--- config.mk ---
export PLATFORM = sky130hd
export DESIGN_NAME = core_io_axi_flat
export DESIGN_NICKNAME = d
export VERILOG_FILES = /design/src/rtl/core_io_axi_if.sv /design/src/rtl/core_io_axi.sv /design/src/flat_wrapper.sv
export SDC_FILE = /design/constraint.sdc
export NUM_CORES = 1
export LEC_CHECK = 0
export ABC_AREA = 1
export BUFFER_PORTS_ARGS = -buffer_cell sky130_fd_sc_hd__buf_2
export CAP_MARGIN = 20
export CORE_AREA = 2 2 77 79
export DETAILED_ROUTE_END_ITERATION = 10
export DIE_AREA = 0 0 79 81
export GPL_TIMING_DRIVEN = 1
export PLACE_DENSITY = 0.87
export SYNTH_ARGS = -nofsm -noshare
export SYNTH_HDL_FRONTEND = slang
export SYNTH_SLANG_ARGS = --single-unit
--- constraint.sdc ---
create_clock -name CLK -period 1.6 [get_ports CLK]
set_input_delay 0.24 -clock CLK [delete_from_list [all_inputs] [get_ports CLK]]
set_output_delay 0.24 -clock CLK [all_outputs]
set_load 0.03 [all_outputs]
--- src/rtl/core_io_axi_if.sv ---
// AXI4-Lite port group between the core IN/OUT bridge (master) and the UART-Lite peripheral (slave).
// Every channel uses valid/ready: a transfer happens on the rising edge where VALID and READY are both high; the
// VALID side keeps address/data stable and never drops VALID before that edge; READY may rise or fall at any time.
interface core_io_axi_if;
  logic [3:0]  AWADDR;
  logic        AWVALID;
  logic        AWREADY;
  logic [31:0] WDATA;
  logic [3:0]  WSTB;
  logic        WVALID;
  logic        WREADY;
  logic [1:0]  BRESP;
  logic        BVALID;
  logic        BREADY;
  logic [3:0]  ARADDR;
  logic        ARVALID;
  logic        ARREADY;
  logic [31:0] RDATA;
  logic [1:0]  RRESP;
  logic        RVALID;
  logic        RREADY;

  modport master (
    output AWADDR, AWVALID, WDATA, WSTB, WVALID, BREADY, ARADDR, ARVALID, RREADY,
    input  AWREADY, WREADY, BRESP, BVALID, ARREADY, RDATA, RRESP, RVALID
  );

  modport slave (
    input  AWADDR, AWVALID, WDATA, WSTB, WVALID, BREADY, ARADDR, ARVALID, RREADY,
    output AWREADY, WREADY, BRESP, BVALID, ARREADY, RDATA, RRESP, RVALID
  );
endinterface

--- src/rtl/core_io_axi.sv ---
// AXI4-Lite master that runs the core's IN/OUT instructions against a UART-Lite: polls status,
// then reads the RX FIFO or writes the TX FIFO, holding BUSY until the one-cycle DONE pulse.
module core_io_axi #(
  parameter logic [3:0] ADDR_RX      = 4'h0,
  parameter logic [3:0] ADDR_TX      = 4'h4,
  parameter logic [3:0] ADDR_STAT    = 4'h8,
  parameter int         RX_VALID_BIT = 0,
  parameter int         TX_FULL_BIT  = 3,
  parameter int         POLL_GAP     = 2
) (
  input  logic               CLK,
  input  logic               RST_N,
  input  logic               IN_REQ,
  input  logic               OUT_REQ,
  input  logic [31:0]        OUT_DATA,
  output logic [31:0]        IN_DATA,
  output logic               BUSY,
  output logic               DONE,
  output logic               ERR,
  output logic [3:0]         DBG_STATE,
  core_io_axi_if.master      s_axi
);

  typedef enum logic [3:0] {
    IDLE  = 4'd0,
    ST_AR = 4'd1,
    ST_R  = 4'd2,
    GAP   = 4'd3,
    RX_AR = 4'd4,
    RX_R  = 4'd5,
    TX_AW = 4'd6,
    TX_B  = 4'd7,
    FIN   = 4'd8
  } state_t;

  localparam logic [3:0] GAP_LAST = (POLL_GAP == 0) ? 4'd0 : 4'(POLL_GAP - 1);

  state_t      state_q, state_d;
  logic        op_in_q, op_in_d;
  logic [3:0]  gap_q, gap_d;
  logic        err_acc_q, err_acc_d;
  logic        arvalid_q, arvalid_d;
  logic [3:0]  araddr_q, araddr_d;
  logic        rready_q, rready_d;
  logic        awvalid_q, awvalid_d;
  logic [3:0]  awaddr_q, awaddr_d;
  logic        wvalid_q, wvalid_d;
  logic [31:0] wdata_q, wdata_d;
  logic [3:0]  wstb_q, wstb_d;
  logic        bready_q, bready_d;
  logic [31:0] in_data_q, in_data_d;
  logic        busy_q, busy_d;
  logic        done_q, done_d;
  logic        err_q, err_d;

  logic ar_hs, r_hs, aw_hs, w_hs, b_hs;
  logic r_err, b_err, poll_ok;
  logic unused_bits;

  assign ar_hs   = arvalid_q & s_axi.ARREADY;
  assign r_hs    = rready_q  & s_axi.RVALID;
  assign aw_hs   = awvalid_q & s_axi.AWREADY;
  assign w_hs    = wvalid_q  & s_axi.WREADY;
  assign b_hs    = bready_q  & s_axi.BVALID;
  assign r_err   = (s_axi.RRESP != 2'b00);
  assign b_err   = (s_axi.BRESP != 2'b00);
  // A non-OKAY status response still ends the poll; the sampled bit decides.
  assign poll_ok = op_in_q ? s_axi.RDATA[RX_VALID_BIT] : ~s_axi.RDATA[TX_FULL_BIT];
  assign unused_bits = ^{OUT_DATA[31:8], s_axi.RDATA[31:8]};

  always_comb begin
    state_d   = state_q;
    op_in_d   = op_in_q;
    gap_d     = gap_q;
    err_acc_d = err_acc_q;
    arvalid_d = arvalid_q;
    araddr_d  = araddr_q;
    rready_d  = rready_q;
    awvalid_d = awvalid_q;
    awaddr_d  = awaddr_q;
    wvalid_d  = wvalid_q;
    wdata_d   = wdata_q;
    wstb_d    = wstb_q;
    bready_d  = bready_q;
    in_data_d = in_data_q;
    busy_d    = busy_q;
    done_d    = 1'b0;
    err_d     = 1'b0;
    unique case (state_q)
      IDLE: begin
        if (IN_REQ || OUT_REQ) begin
          op_in_d   = IN_REQ;
          err_acc_d = 1'b0;
          busy_d    = 1'b1;
          arvalid_d = 1'b1;
          araddr_d  = ADDR_STAT;
          state_d   = ST_AR;
        end
      end
      ST_AR: begin
        if (ar_hs) begin
          arvalid_d = 1'b0;
          rready_d  = 1'b1;
          state_d   = ST_R;
        end
      end
      ST_R: begin
        if (r_hs) begin
          rready_d  = 1'b0;
          err_acc_d = err_acc_q | r_err;
          if (poll_ok && op_in_q) begin
            arvalid_d = 1'b1;
            araddr_d  = ADDR_RX;
            state_d   = RX_AR;
          end else if (poll_ok) begin
            awvalid_d = 1'b1;
            wvalid_d  = 1'b1;
            awaddr_d  = ADDR_TX;
            wdata_d   = {24'b0, OUT_DATA[7:0]};
            wstb_d    = 4'b0001;
            state_d   = TX_AW;
          end else if (POLL_GAP == 0) begin
            arvalid_d = 1'b1;
            araddr_d  = ADDR_STAT;
            state_d   = ST_AR;
          end else begin
            gap_d     = 4'd0;
            state_d   = GAP;
          end
        end
      end
      GAP: begin
        if (gap_q == GAP_LAST) begin
          arvalid_d = 1'b1;
          araddr_d  = ADDR_STAT;
          state_d   = ST_AR;
        end else begin
          gap_d = gap_q + 4'd1;
        end
      end
      RX_AR: begin
        if (ar_hs) begin
          arvalid_d = 1'b0;
          rready_d  = 1'b1;
          state_d   = RX_R;
        end
      end
      RX_R: begin
        if (r_hs) begin
          rready_d  = 1'b0;
          in_data_d = {24'b0, s_axi.RDATA[7:0]};
          done_d    = 1'b1;
          err_d     = err_acc_q | r_err;
          busy_d    = 1'b0;
          state_d   = FIN;
        end
      end
      TX_AW: begin
        // Address and data channels retire independently, in either order.
        if (aw_hs) awvalid_d = 1'b0;
        if (w_hs)  wvalid_d  = 1'b0;
        if ((!awvalid_q || s_axi.AWREADY) && (!wvalid_q || s_axi.WREADY)) begin
          bready_d = 1'b1;
          state_d  = TX_B;
        end
      end
      TX_B: begin
        if (b_hs) begin
          bready_d = 1'b0;
          done_d   = 1'b1;
          err_d    = err_acc_q | b_err;
          busy_d   = 1'b0;
          state_d  = FIN;
        end
      end
      FIN: begin
        state_d = IDLE;
      end
      default: begin
        state_d = IDLE;
      end
    endcase
  end

  always_ff @(posedge CLK) begin
    if (!RST_N) begin
      state_q   <= IDLE;
      op_in_q   <= 1'b0;
      gap_q     <= 4'd0;
      err_acc_q <= 1'b0;
      arvalid_q <= 1'b0;
      araddr_q  <= 4'd0;
      rready_q  <= 1'b0;
      awvalid_q <= 1'b0;
      awaddr_q  <= 4'd0;
      wvalid_q  <= 1'b0;
      wdata_q   <= 32'd0;
      wstb_q    <= 4'd0;
      bready_q  <= 1'b0;
      in_data_q <= 32'd0;
      busy_q    <= 1'b0;
      done_q    <= 1'b0;
      err_q     <= 1'b0;
    end else begin
      state_q   <= state_d;
      op_in_q   <= op_in_d;
      gap_q     <= gap_d;
      err_acc_q <= err_acc_d;
      arvalid_q <= arvalid_d;
      araddr_q  <= araddr_d;
      rready_q  <= rready_d;
      awvalid_q <= awvalid_d;
      awaddr_q  <= awaddr_d;
      wvalid_q  <= wvalid_d;
      wdata_q   <= wdata_d;
      wstb_q    <= wstb_d;
      bready_q  <= bready_d;
      in_data_q <= in_data_d;
      busy_q    <= busy_d;
      done_q    <= done_d;
      err_q     <= err_d;
    end
  end

  assign s_axi.ARVALID = arvalid_q;
  assign s_axi.ARADDR  = araddr_q;
  assign s_axi.RREADY  = rready_q;
  assign s_axi.AWVALID = awvalid_q;
  assign s_axi.AWADDR  = awaddr_q;
  assign s_axi.WVALID  = wvalid_q;
  assign s_axi.WDATA   = wdata_q;
  assign s_axi.WSTB    = wstb_q;
  assign s_axi.BREADY  = bready_q;
  assign IN_DATA       = in_data_q;
  assign BUSY          = busy_q;
  assign DONE          = done_q;
  assign ERR           = err_q;
  assign DBG_STATE     = state_q;

endmodule
--- src/flat_wrapper.sv ---
// flat-port wrapper written by rule: the top's interface ports become plain ports
module core_io_axi_flat 
#(
  parameter logic [3:0] ADDR_RX      = 4'h0,
  parameter logic [3:0] ADDR_TX      = 4'h4,
  parameter logic [3:0] ADDR_STAT    = 4'h8,
  parameter int         RX_VALID_BIT = 0,
  parameter int         TX_FULL_BIT  = 3,
  parameter int         POLL_GAP     = 2
)
  (CLK, RST_N, IN_REQ, OUT_REQ, OUT_DATA, IN_DATA, BUSY, DONE, ERR, DBG_STATE, s_axi_AWADDR, s_axi_AWVALID, s_axi_WDATA, s_axi_WSTB, s_axi_WVALID, s_axi_BREADY, s_axi_ARADDR, s_axi_ARVALID, s_axi_RREADY, s_axi_AWREADY, s_axi_WREADY, s_axi_BRESP, s_axi_BVALID, s_axi_ARREADY, s_axi_RDATA, s_axi_RRESP, s_axi_RVALID);
  core_io_axi_if s_axi_i ();
  input  logic CLK;
  input  logic RST_N;
  input  logic IN_REQ;
  input  logic OUT_REQ;
  input  logic [31:0] OUT_DATA;
  output logic [31:0] IN_DATA;
  output logic BUSY;
  output logic DONE;
  output logic ERR;
  output logic [3:0] DBG_STATE;
  output wire logic [$bits(s_axi_i.AWADDR)-1:0] s_axi_AWADDR;
  output wire logic [$bits(s_axi_i.AWVALID)-1:0] s_axi_AWVALID;
  output wire logic [$bits(s_axi_i.WDATA)-1:0] s_axi_WDATA;
  output wire logic [$bits(s_axi_i.WSTB)-1:0] s_axi_WSTB;
  output wire logic [$bits(s_axi_i.WVALID)-1:0] s_axi_WVALID;
  output wire logic [$bits(s_axi_i.BREADY)-1:0] s_axi_BREADY;
  output wire logic [$bits(s_axi_i.ARADDR)-1:0] s_axi_ARADDR;
  output wire logic [$bits(s_axi_i.ARVALID)-1:0] s_axi_ARVALID;
  output wire logic [$bits(s_axi_i.RREADY)-1:0] s_axi_RREADY;
  input wire logic [$bits(s_axi_i.AWREADY)-1:0] s_axi_AWREADY;
  input wire logic [$bits(s_axi_i.WREADY)-1:0] s_axi_WREADY;
  input wire logic [$bits(s_axi_i.BRESP)-1:0] s_axi_BRESP;
  input wire logic [$bits(s_axi_i.BVALID)-1:0] s_axi_BVALID;
  input wire logic [$bits(s_axi_i.ARREADY)-1:0] s_axi_ARREADY;
  input wire logic [$bits(s_axi_i.RDATA)-1:0] s_axi_RDATA;
  input wire logic [$bits(s_axi_i.RRESP)-1:0] s_axi_RRESP;
  input wire logic [$bits(s_axi_i.RVALID)-1:0] s_axi_RVALID;
  assign s_axi_AWADDR = s_axi_i.AWADDR;
  assign s_axi_AWVALID = s_axi_i.AWVALID;
  assign s_axi_WDATA = s_axi_i.WDATA;
  assign s_axi_WSTB = s_axi_i.WSTB;
  assign s_axi_WVALID = s_axi_i.WVALID;
  assign s_axi_BREADY = s_axi_i.BREADY;
  assign s_axi_ARADDR = s_axi_i.ARADDR;
  assign s_axi_ARVALID = s_axi_i.ARVALID;
  assign s_axi_RREADY = s_axi_i.RREADY;
  assign s_axi_i.AWREADY = s_axi_AWREADY;
  assign s_axi_i.WREADY = s_axi_WREADY;
  assign s_axi_i.BRESP = s_axi_BRESP;
  assign s_axi_i.BVALID = s_axi_BVALID;
  assign s_axi_i.ARREADY = s_axi_ARREADY;
  assign s_axi_i.RDATA = s_axi_RDATA;
  assign s_axi_i.RRESP = s_axi_RRESP;
  assign s_axi_i.RVALID = s_axi_RVALID;
  core_io_axi #(.ADDR_RX(ADDR_RX), .ADDR_TX(ADDR_TX), .ADDR_STAT(ADDR_STAT), .RX_VALID_BIT(RX_VALID_BIT), .TX_FULL_BIT(TX_FULL_BIT), .POLL_GAP(POLL_GAP)) u_core (.CLK(CLK), .RST_N(RST_N), .IN_REQ(IN_REQ), .OUT_REQ(OUT_REQ), .OUT_DATA(OUT_DATA), .IN_DATA(IN_DATA), .BUSY(BUSY), .DONE(DONE), .ERR(ERR), .DBG_STATE(DBG_STATE), .s_axi(s_axi_i));
endmodule
==> impl_metrics.env, run 1 <==
export IMPL_grt_pass1_wl_mm=7.73
export IMPL_syn_area_per_cell_sq_um=7.13
export IMPL_grt_antenna_before_repair=0
export IMPL_vdd_drop_max_uv=682
export IMPL_netlist_instances=312
export IMPL_clk_pin_slew_ps=70
export IMPL_hold_depth=3
export IMPL_cts_buffer_depth=2
export IMPL_final_cells=456
export IMPL_place_area_sq_um=2430
export IMPL_synth_top_family_by_area="simple AND/OR/NAND/NOR gates"
export IMPL_drc=0
export IMPL_ff2ff_setup_slack_ps=140
export IMPL_post_cts_resized=0
export IMPL_min_from="s_axi_RDATA[5]"
export IMPL_dieWidth_microns=79
export IMPL_dr_pass1_iters=4
export IMPL_dieArea_sq_um=6400
export IMPL_synth_area_top_cells="dfxtp_1 32%, buf_4 20%, nand2_1 6.9%"
export IMPL_synthAdderAreaFrac=0.0112
export IMPL_cts_setup_buffers=0
export IMPL_hold_class="in -> reg"
export IMPL_finalNetCount=460
export IMPL_layout_min_cycle_time_ps=1460
export IMPL_setup_violations=0
export IMPL_reg2reg_depth=8
export IMPL_cp_required_ps=1780
export IMPL_cts_tree="done"
export IMPL_holdPathEnd="u_core.IN_DATA[5]"
export IMPL_final_antenna_net_count=0
export IMPL_yosys_warnings=0
export IMPL_routed_wl_mm=4.92
export IMPL_setup_tns_ps=0
export IMPL_clkSinkCount=36
export IMPL_routedWlPerCell_microns=10.8
export IMPL_area_delta_synth_final_pct=13.6
export IMPL_p_per_area_nw_per_um2=1300
export IMPL_grt_max_degree=26
export IMPL_viasPerCell=4.34
export IMPL_slew_viol_final=0
export IMPL_ioPinCount=165
export IMPL_port_buffers=59
export IMPL_dp_cells=449
export IMPL_synth_distinct_cells=25
export IMPL_globalplace_congestion=0.905
export IMPL_grt_usage=0.151
export IMPL_clock_skew_ps=2.51
export IMPL_synthesis_area_sq_um=2230
export IMPL_start_util=0.392
export IMPL_cts_made_buffers=5
export IMPL_hpwl_mm=3.91
export IMPL_cap_viol_max_count=0
export IMPL_grt_pass1_vias=1670
export IMPL_htree_levels=2
export IMPL_clock_latency_ps=280
export IMPL_synthXorXnorAreaFrac=0.00393
export IMPL_synth_seq_cells=36
export IMPL_synth_compound_area_frac=0.124
export IMPL_power_leakage_uw=0.00130
export IMPL_fillers=582
export IMPL_cp_end_kind="flop"
export IMPL_worstPathArrival_ps=1640
export IMPL_rsz0062_at_grt="false"
export IMPL_hold_buffers=0
export IMPL_seq_area_frac_synth=0.324
export IMPL_path_class="reg -> reg"
export IMPL_synth_top_area_share=0.324
export IMPL_fin_hold_ws_ps=180
export IMPL_r2r_start="u_core.DBG_STATE[0]"
export IMPL_critPathMaxFanout=5
export IMPL_rows=28
export IMPL_core_region_area_sq_um=5680
export IMPL_synth_simple_area_share=0.268
export IMPL_die_h_microns=81
export IMPL_fmax_mhz=685
export IMPL_finalCritPeriodShare=0.912
export IMPL_fin_area_sq_um=2530
export IMPL_num_vias=1981
export IMPL_cts_root_buffer="clkbuf_8"
export IMPL_startpoint_type="flop"
export IMPL_status="finished, final reports clean"
export IMPL_gr_total_overflow=0
export IMPL_yosysTopAreaCell="dfxtp_1"
export IMPL_drtIter0Drc=79
export IMPL_n_antenna_cell=0
export IMPL_worst_r2r_endpoint="u_core.s_axi.ARVALID"
export IMPL_final_hold_viol_count=0
export IMPL_drive_gt1_frac=0.289
export IMPL_synth_mux_area_frac=0
export IMPL_post_route_util=0.446
Yosys cell counts (all sizes together):
library cell  instances
buf                  61
nand2                51
nor2                 48
dfxtp                36
inv                  30
a21oi                27
o21ai                26
nand3                18
nand4                 5
clkbuf                3
ha                    2
nor3                  2
conb                  1
nand2b                1
xnor2                 1
routing by layer:
layer	share of wire	global-route usage	wire length, microns
met1	0.43	0.187	2120
met2	0.51	0.268	2500
met3	0.053	0.0267	262
met4	0.0083	0.0466	41
met5	0	0	0
through the flow:
step	total power, uW	setup WS [ps]
final	3280	141
after global routing	3510	3.99
after CTS	3300	55.9
after detailed placement	2590	75.9
after global placement	2560	88.1
after floorplan	2340	124
registers in the layout, indices dropped and copies added, names as in the netlist, 4 cells and up:
signal / count
u_core.gap_q: 4
u_core.s_axi.WDATA: 8
u_core.IN_DATA: 8
u_core.DBG_STATE: 4
critical path, stage by stage (launching register included):
cell and delay, ps:
dfxtp_2 360, buf_4 160, nor2_2 190, nand3_1 170, buf_4 180, nand2_1 60, a21oi_1 40, a21oi_1 140
nor2_1 50
layout make-up:
cell class | instances | area [sq um] | share of cell area
clock buffer | 7 | 96.3 | 0.0381
multi-input combinational | 238 | 1120 | 0.443
sequential | 36 | 726 | 0.287
tap | 75 | 93.8 | 0.0371
timing repair buffer | 70 | 378 | 0.149
inverter | 30 | 115 | 0.0455
cell usage in the layout, fill, tap and decap left out, drive strengths merged:
| cell type | netlist | routed |
|---|---|---|
| a21oi | 27 | 27 |
| buf | 61 | 70 |
| clkbuf | 3 | 7 |
| conb | 1 | 57 |
| dfxtp | 36 | 36 |
| ha | 2 | 2 |
| inv | 30 | 30 |
| nand2 | 51 | 51 |
| nand2b | 1 | 1 |
| nand3 | 18 | 18 |
| nand4 | 5 | 5 |
| nor2 | 48 | 48 |
| nor3 | 2 | 2 |
| o21ai | 26 | 26 |
| xnor2 | 1 | 1 |
where the power goes:
group | internal [uW] | switching [uW]
clock network | 383 | 310
logic | 475 | 994
registers | 1000 | 119
cells by family after synthesis:
family | after synthesis
buf+inv | 94
compound gates | 53
fa+ha+maj | 2
xor+xnor | 1
simple gates | 125
flops | 36
other cells | 1
worst max-delay path by stage:
stage,slack [ps],start,to
2_1_floorplan,120,u_core.s_axi.RREADY,u_core.s_axi.WDATA[6]
3_3_place_gp,90,s_axi_RDATA[3],u_core.s_axi.WDATA[0]
3_5_place_dp,80,s_axi_RDATA[3],u_core.s_axi.WDATA[6]
4_1_cts,60,u_core.op_in_q,u_core.s_axi.AWADDR[2]
5_1_grt,4,u_core.DBG_STATE[2],u_core.gap_q[0]
6_report,140,u_core.DBG_STATE[0],u_core.s_axi.ARVALID
No activity file was read; power rests on OpenSTA's default activity.
==> run 2, diff against run 1 <==
--- a/config.mk
+++ b/config.mk
@@ -8,11 +8,11 @@
 export ABC_AREA = 1
 export BUFFER_PORTS_ARGS = -buffer_cell sky130_fd_sc_hd__buf_2
 export CAP_MARGIN = 20
-export CORE_AREA = 2 2 77 79
+export CORE_AREA = 2 2 75 77
 export DETAILED_ROUTE_END_ITERATION = 10
-export DIE_AREA = 0 0 79 81
+export DIE_AREA = 0 0 77 79
 export GPL_TIMING_DRIVEN = 1
-export PLACE_DENSITY = 0.87
+export PLACE_DENSITY = 0.91
 export SYNTH_ARGS = -nofsm -noshare
 export SYNTH_HDL_FRONTEND = slang
 export SYNTH_SLANG_ARGS = --single-unit
==> constraint.sdc (replaced) <==
create_clock -name CLK -period 1.8 [get_ports CLK]
set_input_delay 0.27 -clock CLK [delete_from_list [all_inputs] [get_ports CLK]]
set_output_delay 0.27 -clock CLK [all_outputs]
set_load 0.03 [all_outputs]
==> run 2 against run 1 <==
Cell area down 1.2%; largest cell class unchanged; global-route usage up 0.35 points; first-iteration DRC count down 18%; largest power group unchanged; register-to-register slack better by 80 ps; maximum frequency down 7.7%.
==> impl_metrics.env, run 2 (synthesis gave the netlist of run 1 again) <==
export IMPL_cts_setup_buffers=0
export IMPL_cpPeakStageDelay_ps=450
export IMPL_place_area_sq_um=2370
export IMPL_cts_buffer_depth=2
export IMPL_drc=0
export IMPL_setup_ws_ps=218
export IMPL_r2r_start="u_core.DBG_STATE[0]"
export IMPL_grt_max_degree=18
export IMPL_status="finished, final reports clean"
export IMPL_p_int_uw=1730
export IMPL_post_cts_resized=0
export IMPL_slew_viol_final=0
export IMPL_cp_end_kind="flop"
export IMPL_holdPathEnd="u_core.IN_DATA[5]"
export IMPL_num_vias=1950
export IMPL_final_cell_mix="59 x buf_2, 57 x conb_1, 41 x nand2_1, 40 x nor2_1, 36 x dfxtp_1"
export IMPL_min_from="s_axi_RDATA[5]"
export IMPL_finalNetCount=453
export IMPL_clk_pin_slew_ps=70
export IMPL_setup_violations=0
export IMPL_gr_total_overflow=0
export IMPL_hold_class="in -> reg"
export IMPL_worst_r2r_endpoint="u_core.s_axi.WDATA[2]"
export IMPL_clock_latency_ps=290
export IMPL_final_antenna_net_count=0
export IMPL_setup_tns_ps=0
export IMPL_swShare=0.420
export IMPL_critPathTopFamily="simple AND/OR/NAND/NOR gates"
export IMPL_crit_chain="inv_2 -> nand2_2 -> nor2_4 -> nand3_2 -> o21ai_0 -> a21oi_1"
export IMPL_viasPerCell=4.36
export IMPL_vdd_drop_max_uv=547
export IMPL_p_per_area_nw_per_um2=1200
export IMPL_routedWlPerCell_microns=10.5
export IMPL_drive_gt1_frac=0.267
export IMPL_hold_depth=3
export IMPL_critPathMaxFanout=17
export IMPL_drtIter0Drc=65
export IMPL_layout_commonest_cell="buf_2"
export IMPL_cts_made_buffers=5
export IMPL_cap_viol_max_count=0
export IMPL_slowest_stage="dfxtp_1"
export IMPL_routed_wl_mm=4.71
export IMPL_finalCritPeriodShare=0.879
export IMPL_n_antenna_cell=0
export IMPL_rows=27
export IMPL_fillers=560
export IMPL_grt_antenna_before_repair=0
export IMPL_critPathBufInv=1
export IMPL_final_hold_viol_count=0
export IMPL_grt_pass1_vias=1722
export IMPL_reg2reg_depth=6
export IMPL_fin_hold_ws_ps=205
export IMPL_area_delta_synth_final_pct=12.2
export IMPL_dr_pass1_iters=4
export IMPL_core_region_area_sq_um=5340
export IMPL_clock_skew_ps=4.29
export IMPL_worstPathArrival_ps=1750
export IMPL_cts_tree="done"
export IMPL_hold_buffers=0
export IMPL_globalplace_congestion=0.904
export IMPL_hpwl_mm=3.77
export IMPL_place_ws_ps=242
export IMPL_power_switching_uw=1250
export IMPL_path_class="reg -> reg"
export IMPL_cts_root_buffer="clkbuf_8"
export IMPL_ioPinCount=165
export IMPL_ff2ff_setup_slack_ps=220
export IMPL_comb_power_share=0.404
export IMPL_seqPwrFrac=0.338
export IMPL_layout_min_cycle_time_ps=1580
export IMPL_die_h_microns=79
export IMPL_power_leakage_uw=0.00128
export IMPL_dieArea_sq_um=6080
export IMPL_grt_usage=0.155
export IMPL_fmax_mhz=632
export IMPL_port_buffers=59
export IMPL_htree_levels=2
export IMPL_pwr_share_clk=0.258
export IMPL_start_util=0.417
export IMPL_rsz0062_at_grt="false"
export IMPL_cp_required_ps=1970
export IMPL_fin_area_sq_um=2500
export IMPL_clkSinkCount=36
export IMPL_startpoint_type="flop"
export IMPL_dieWidth_microns=77
export IMPL_grt_pass1_wl_mm=7.62
-- run 2: cell count changes in the layout (fill, tap and decap cells not counted) --
cell	previous run	this run
dfxtp_2	4	0
bufinv_16	0	1
o21ai_0	23	24
buf_4	11	4
o21ai_1	3	2
dfxtp_1	32	36
-- run 2: layout make-up --
type	instances	area (sq um)	area share
Multi-Input combinational cell	238	1120	0.448
Sequential cell	36	721	0.289
Timing Repair Buffer	63	325	0.130
Inverter	30	115	0.0461
Clock buffer	7	96.3	0.0386
Tap cell	72	90.1	0.0361
Clock inverter	1	30.0	0.0120
-- run 2: worst max-delay path by stage --
stage,cells past startpoint,slack [ps],startpoint,to
after floorplan,6,320,u_core.s_axi.RREADY,u_core.s_axi.WDATA[6]
after global placement,6,240,u_core.DBG_STATE[0],u_core.s_axi.WDATA[5]
after detailed placement,6,240,u_core.DBG_STATE[0],u_core.s_axi.WDATA[3]
after CTS,6,230,u_core.DBG_STATE[0],u_core.s_axi.WDATA[2]
after global routing,6,30,u_core.DBG_STATE[0],u_core.s_axi.WDATA[2]
final,6,220,u_core.DBG_STATE[0],u_core.s_axi.WDATA[2]
-- run 2: power by group through the flow --
stage	Combinational (uW)	Clock [uW]	Sequential (uW)
after floorplan	992	0	1090
after global placement	1180	0	1020
after detailed placement	1200	0	1020
after CTS	1210	790	1010
after global routing	1330	820	1020
final	1210	770	1010
-- run 2: worst register-to-register path, stage by stage, from the launching register on --
cell and delay, ps:
dfxtp_1 450, inv_2 140, nand2_2 80, nor2_4 210, nand3_2 290, o21ai_0 250, a21oi_1 60
-- run 2: per-layer routing --
| metal | track usage | share of wire |
|---|---|---|
| met3 | 0.0364 | 0.068 |
| met2 | 0.268 | 0.49 |
| met5 | 0 | 0 |
| met1 | 0.183 | 0.43 |
| met4 | 0.0679 | 0.016 |
-- run 2: through the flow --
| stage | total power, uW | std cells | util |
|---|---|---|---|
| 4_1_cts | 3000 | 447 | 0.468 |
| 5_1_grt | 3170 | 447 | 0.468 |
| 2_1_floorplan | 2080 | 368 | - |
| 3_5_place_dp | 2220 | 439 | 0.444 |
| 6_report | 2990 | 447 | 0.468 |
| 3_3_place_gp | 2200 | 439 | 0.444 |
==> run 3, diff against run 2 <==
--- a/config.mk
+++ b/config.mk
@@ -12,7 +12,8 @@
 export DETAILED_ROUTE_END_ITERATION = 10
 export DIE_AREA = 0 0 77 79
 export GPL_TIMING_DRIVEN = 1
-export PLACE_DENSITY = 0.91
+export PLACE_DENSITY = 0.89
+export SKIP_LAST_GASP = 1
 export SYNTH_ARGS = -nofsm -noshare
 export SYNTH_HDL_FRONTEND = slang
 export SYNTH_SLANG_ARGS = --single-unit
==> run 3 against run 2 <==
Clock skew is 1.6 ps lower; flip-flop and latch count stayed put; setup slack better by 30 ps; global-route usage is 0.37 points lower; power is 6.2% lower; critical path depth stayed put; hold slack worse by 1.6 ps; register-to-register slack better by 30 ps; clock-buffer cell count is 1 higher; utilization is 0.54 points lower; highest routed layer unchanged.
==> impl_metrics.env, run 3 (synthesis gave the netlist of run 1 again) <==
export IMPL_cts_tree="done"
export IMPL_p_per_area_nw_per_um2=1140
export IMPL_die_h_microns=79
export IMPL_num_vias=1969
export IMPL_p_int_uw=1570
export IMPL_layout_commonest_cell="buf_2"
export IMPL_area_delta_synth_final_pct=10.9
export IMPL_cp_depth=6
export IMPL_cp_required_ps=1960
export IMPL_hpwl_mm=3.60
export IMPL_worstPathArrival_ps=1720
export IMPL_grt_pass1_vias=1692
export IMPL_ioPinCount=165
export IMPL_seqPwrFrac=0.356
export IMPL_drtIter0Drc=41
export IMPL_slew_viol_final=0
export IMPL_pwr_share_clk=0.211
export IMPL_grt_pass1_wl_mm=7.56
export IMPL_place_area_sq_um=2380
export IMPL_finalNetCount=454
export IMPL_htree_levels=2
export IMPL_swShare=0.440
export IMPL_reg2reg_depth=6
export IMPL_routed_wl_mm=4.63
export IMPL_slowest_stage="dfxtp_1"
export IMPL_grt_max_degree=18
export IMPL_cts_buffer_depth=2
export IMPL_critPathTopFamily="simple AND/OR/NAND/NOR gates"
export IMPL_cpPeakStageDelay_ps=420
export IMPL_fillers=575
export IMPL_fin_area_sq_um=2470
export IMPL_status="finished, final reports clean"
export IMPL_multi_input_comb_area_sq_um=1120
export IMPL_globalplace_congestion=0.942
export IMPL_grt_usage=0.151
export IMPL_rsz0062_at_grt="false"
export IMPL_final_hold_viol_count=0
export IMPL_place_ws_ps=259
export IMPL_setup_tns_ps=0
export IMPL_start_util=0.417
export IMPL_register_area_sq_um=721
export IMPL_path_class="reg -> reg"
export IMPL_cts_root_buffer="clkbuf_8"
export IMPL_hold_depth=3
export IMPL_post_cts_resized=0
export IMPL_final_antenna_net_count=0
export IMPL_clkSinkCount=36
export IMPL_cts_made_buffers=5
export IMPL_cp_end_kind="flop"
export IMPL_hold_class="in -> reg"
export IMPL_layout_min_cycle_time_ps=1550
export IMPL_setup_violations=0
export IMPL_clock_skew_ps=2.67
export IMPL_critPathMaxFanout=17
export IMPL_viasPerCell=4.40
export IMPL_critPathBufInv=1
export IMPL_finalCritPeriodShare=0.862
export IMPL_crit_chain="inv_2 -> nand2_2 -> nor2_4 -> nand3_2 -> o21ai_0 -> a21oi_1"
export IMPL_drive_gt1_frac=0.263
export IMPL_clock_latency_ps=280
export IMPL_dieWidth_microns=77
export IMPL_n_antenna_cell=0
export IMPL_final_cell_mix="59 x buf_2, 57 x conb_1, 41 x nand2_1, 40 x nor2_1, 36 x dfxtp_1"
export IMPL_rows=27
export IMPL_post_route_util=0.462
export IMPL_gr_total_overflow=0
export IMPL_clk_pin_slew_ps=70
export IMPL_hold_buffers=0
export IMPL_grt_antenna_before_repair=0
export IMPL_cts_setup_buffers=0
export IMPL_power_switching_uw=1230
export IMPL_fmax_mhz=645
export IMPL_cap_viol_max_count=0
export IMPL_startpoint_type="flop"
export IMPL_setup_ws_ps=249
export IMPL_port_buffers=59
export IMPL_vdd_drop_max_uv=579
export IMPL_drc=0
export IMPL_comb_power_share=0.434
export IMPL_routedWlPerCell_microns=10.3
export IMPL_power_leakage_uw=0.00127
export IMPL_dieArea_sq_um=6080
export IMPL_core_region_area_sq_um=5340
export IMPL_dr_pass1_iters=4
export IMPL_fin_hold_ws_ps=204
==> run 3: power by group through the flow <==
stage                     clock network, uW  registers [uW]  logic [uW]
after floorplan                           0            1090         992
after global placement                    0            1010        1200
after detailed placement                  0            1010        1220
after CTS                               601             994        1220
after global routing                    639            1010        1360
final                                   591             996        1220
==> run 3: area by class of cell <==
class / count / area share
Clock buffer: 8 / 0.0365
Inverter: 30 / 0.0466
Multi-Input combinational cell: 238 / 0.454
Timing Repair Buffer: 64 / 0.135
Tap cell: 72 / 0.0365
Sequential cell: 36 / 0.292
==> run 3: per-stage QoR <==
stage / std cells / power, uW
after floorplan: 368 / 2080
after global placement: 440 / 2210
after detailed placement: 440 / 2230
after CTS: 448 / 2810
after global routing: 448 / 3000
final: 448 / 2800
==> run 3: path summary, 6_finish.rpt <==
check | startpoint | endpoint | slack [ps]
worst min register to register | u_core.s_axi.WDATA[0] | u_core.s_axi.WDATA[0] | 440
worst min-delay path | s_axi_RDATA[1] | u_core.IN_DATA[1] | 200
worst max-delay path | u_core.DBG_STATE[0] | u_core.s_axi.WDATA[7] | 250
worst max register to register | u_core.DBG_STATE[0] | u_core.s_axi.WDATA[7] | 250
==> run 3: worst reg2reg max path, cell delays in order (launching register included) <==
cell     delay (ps)
dfxtp_1         420
inv_2           110
nand2_2          70
nor2_4          210
nand3_2         300
o21ai_0         250
a21oi_1          70
==> run 3: metal layers <==
layer | global-route usage | wire, microns | vias to the layer above
li1 | - | - | 1005
met1 | 0.180 | 2000 | 879
met2 | 0.274 | 2270 | 76
met3 | 0.0295 | 286 | 9
met4 | 0.0464 | 73 | 0
met5 | 0 | 0 | -
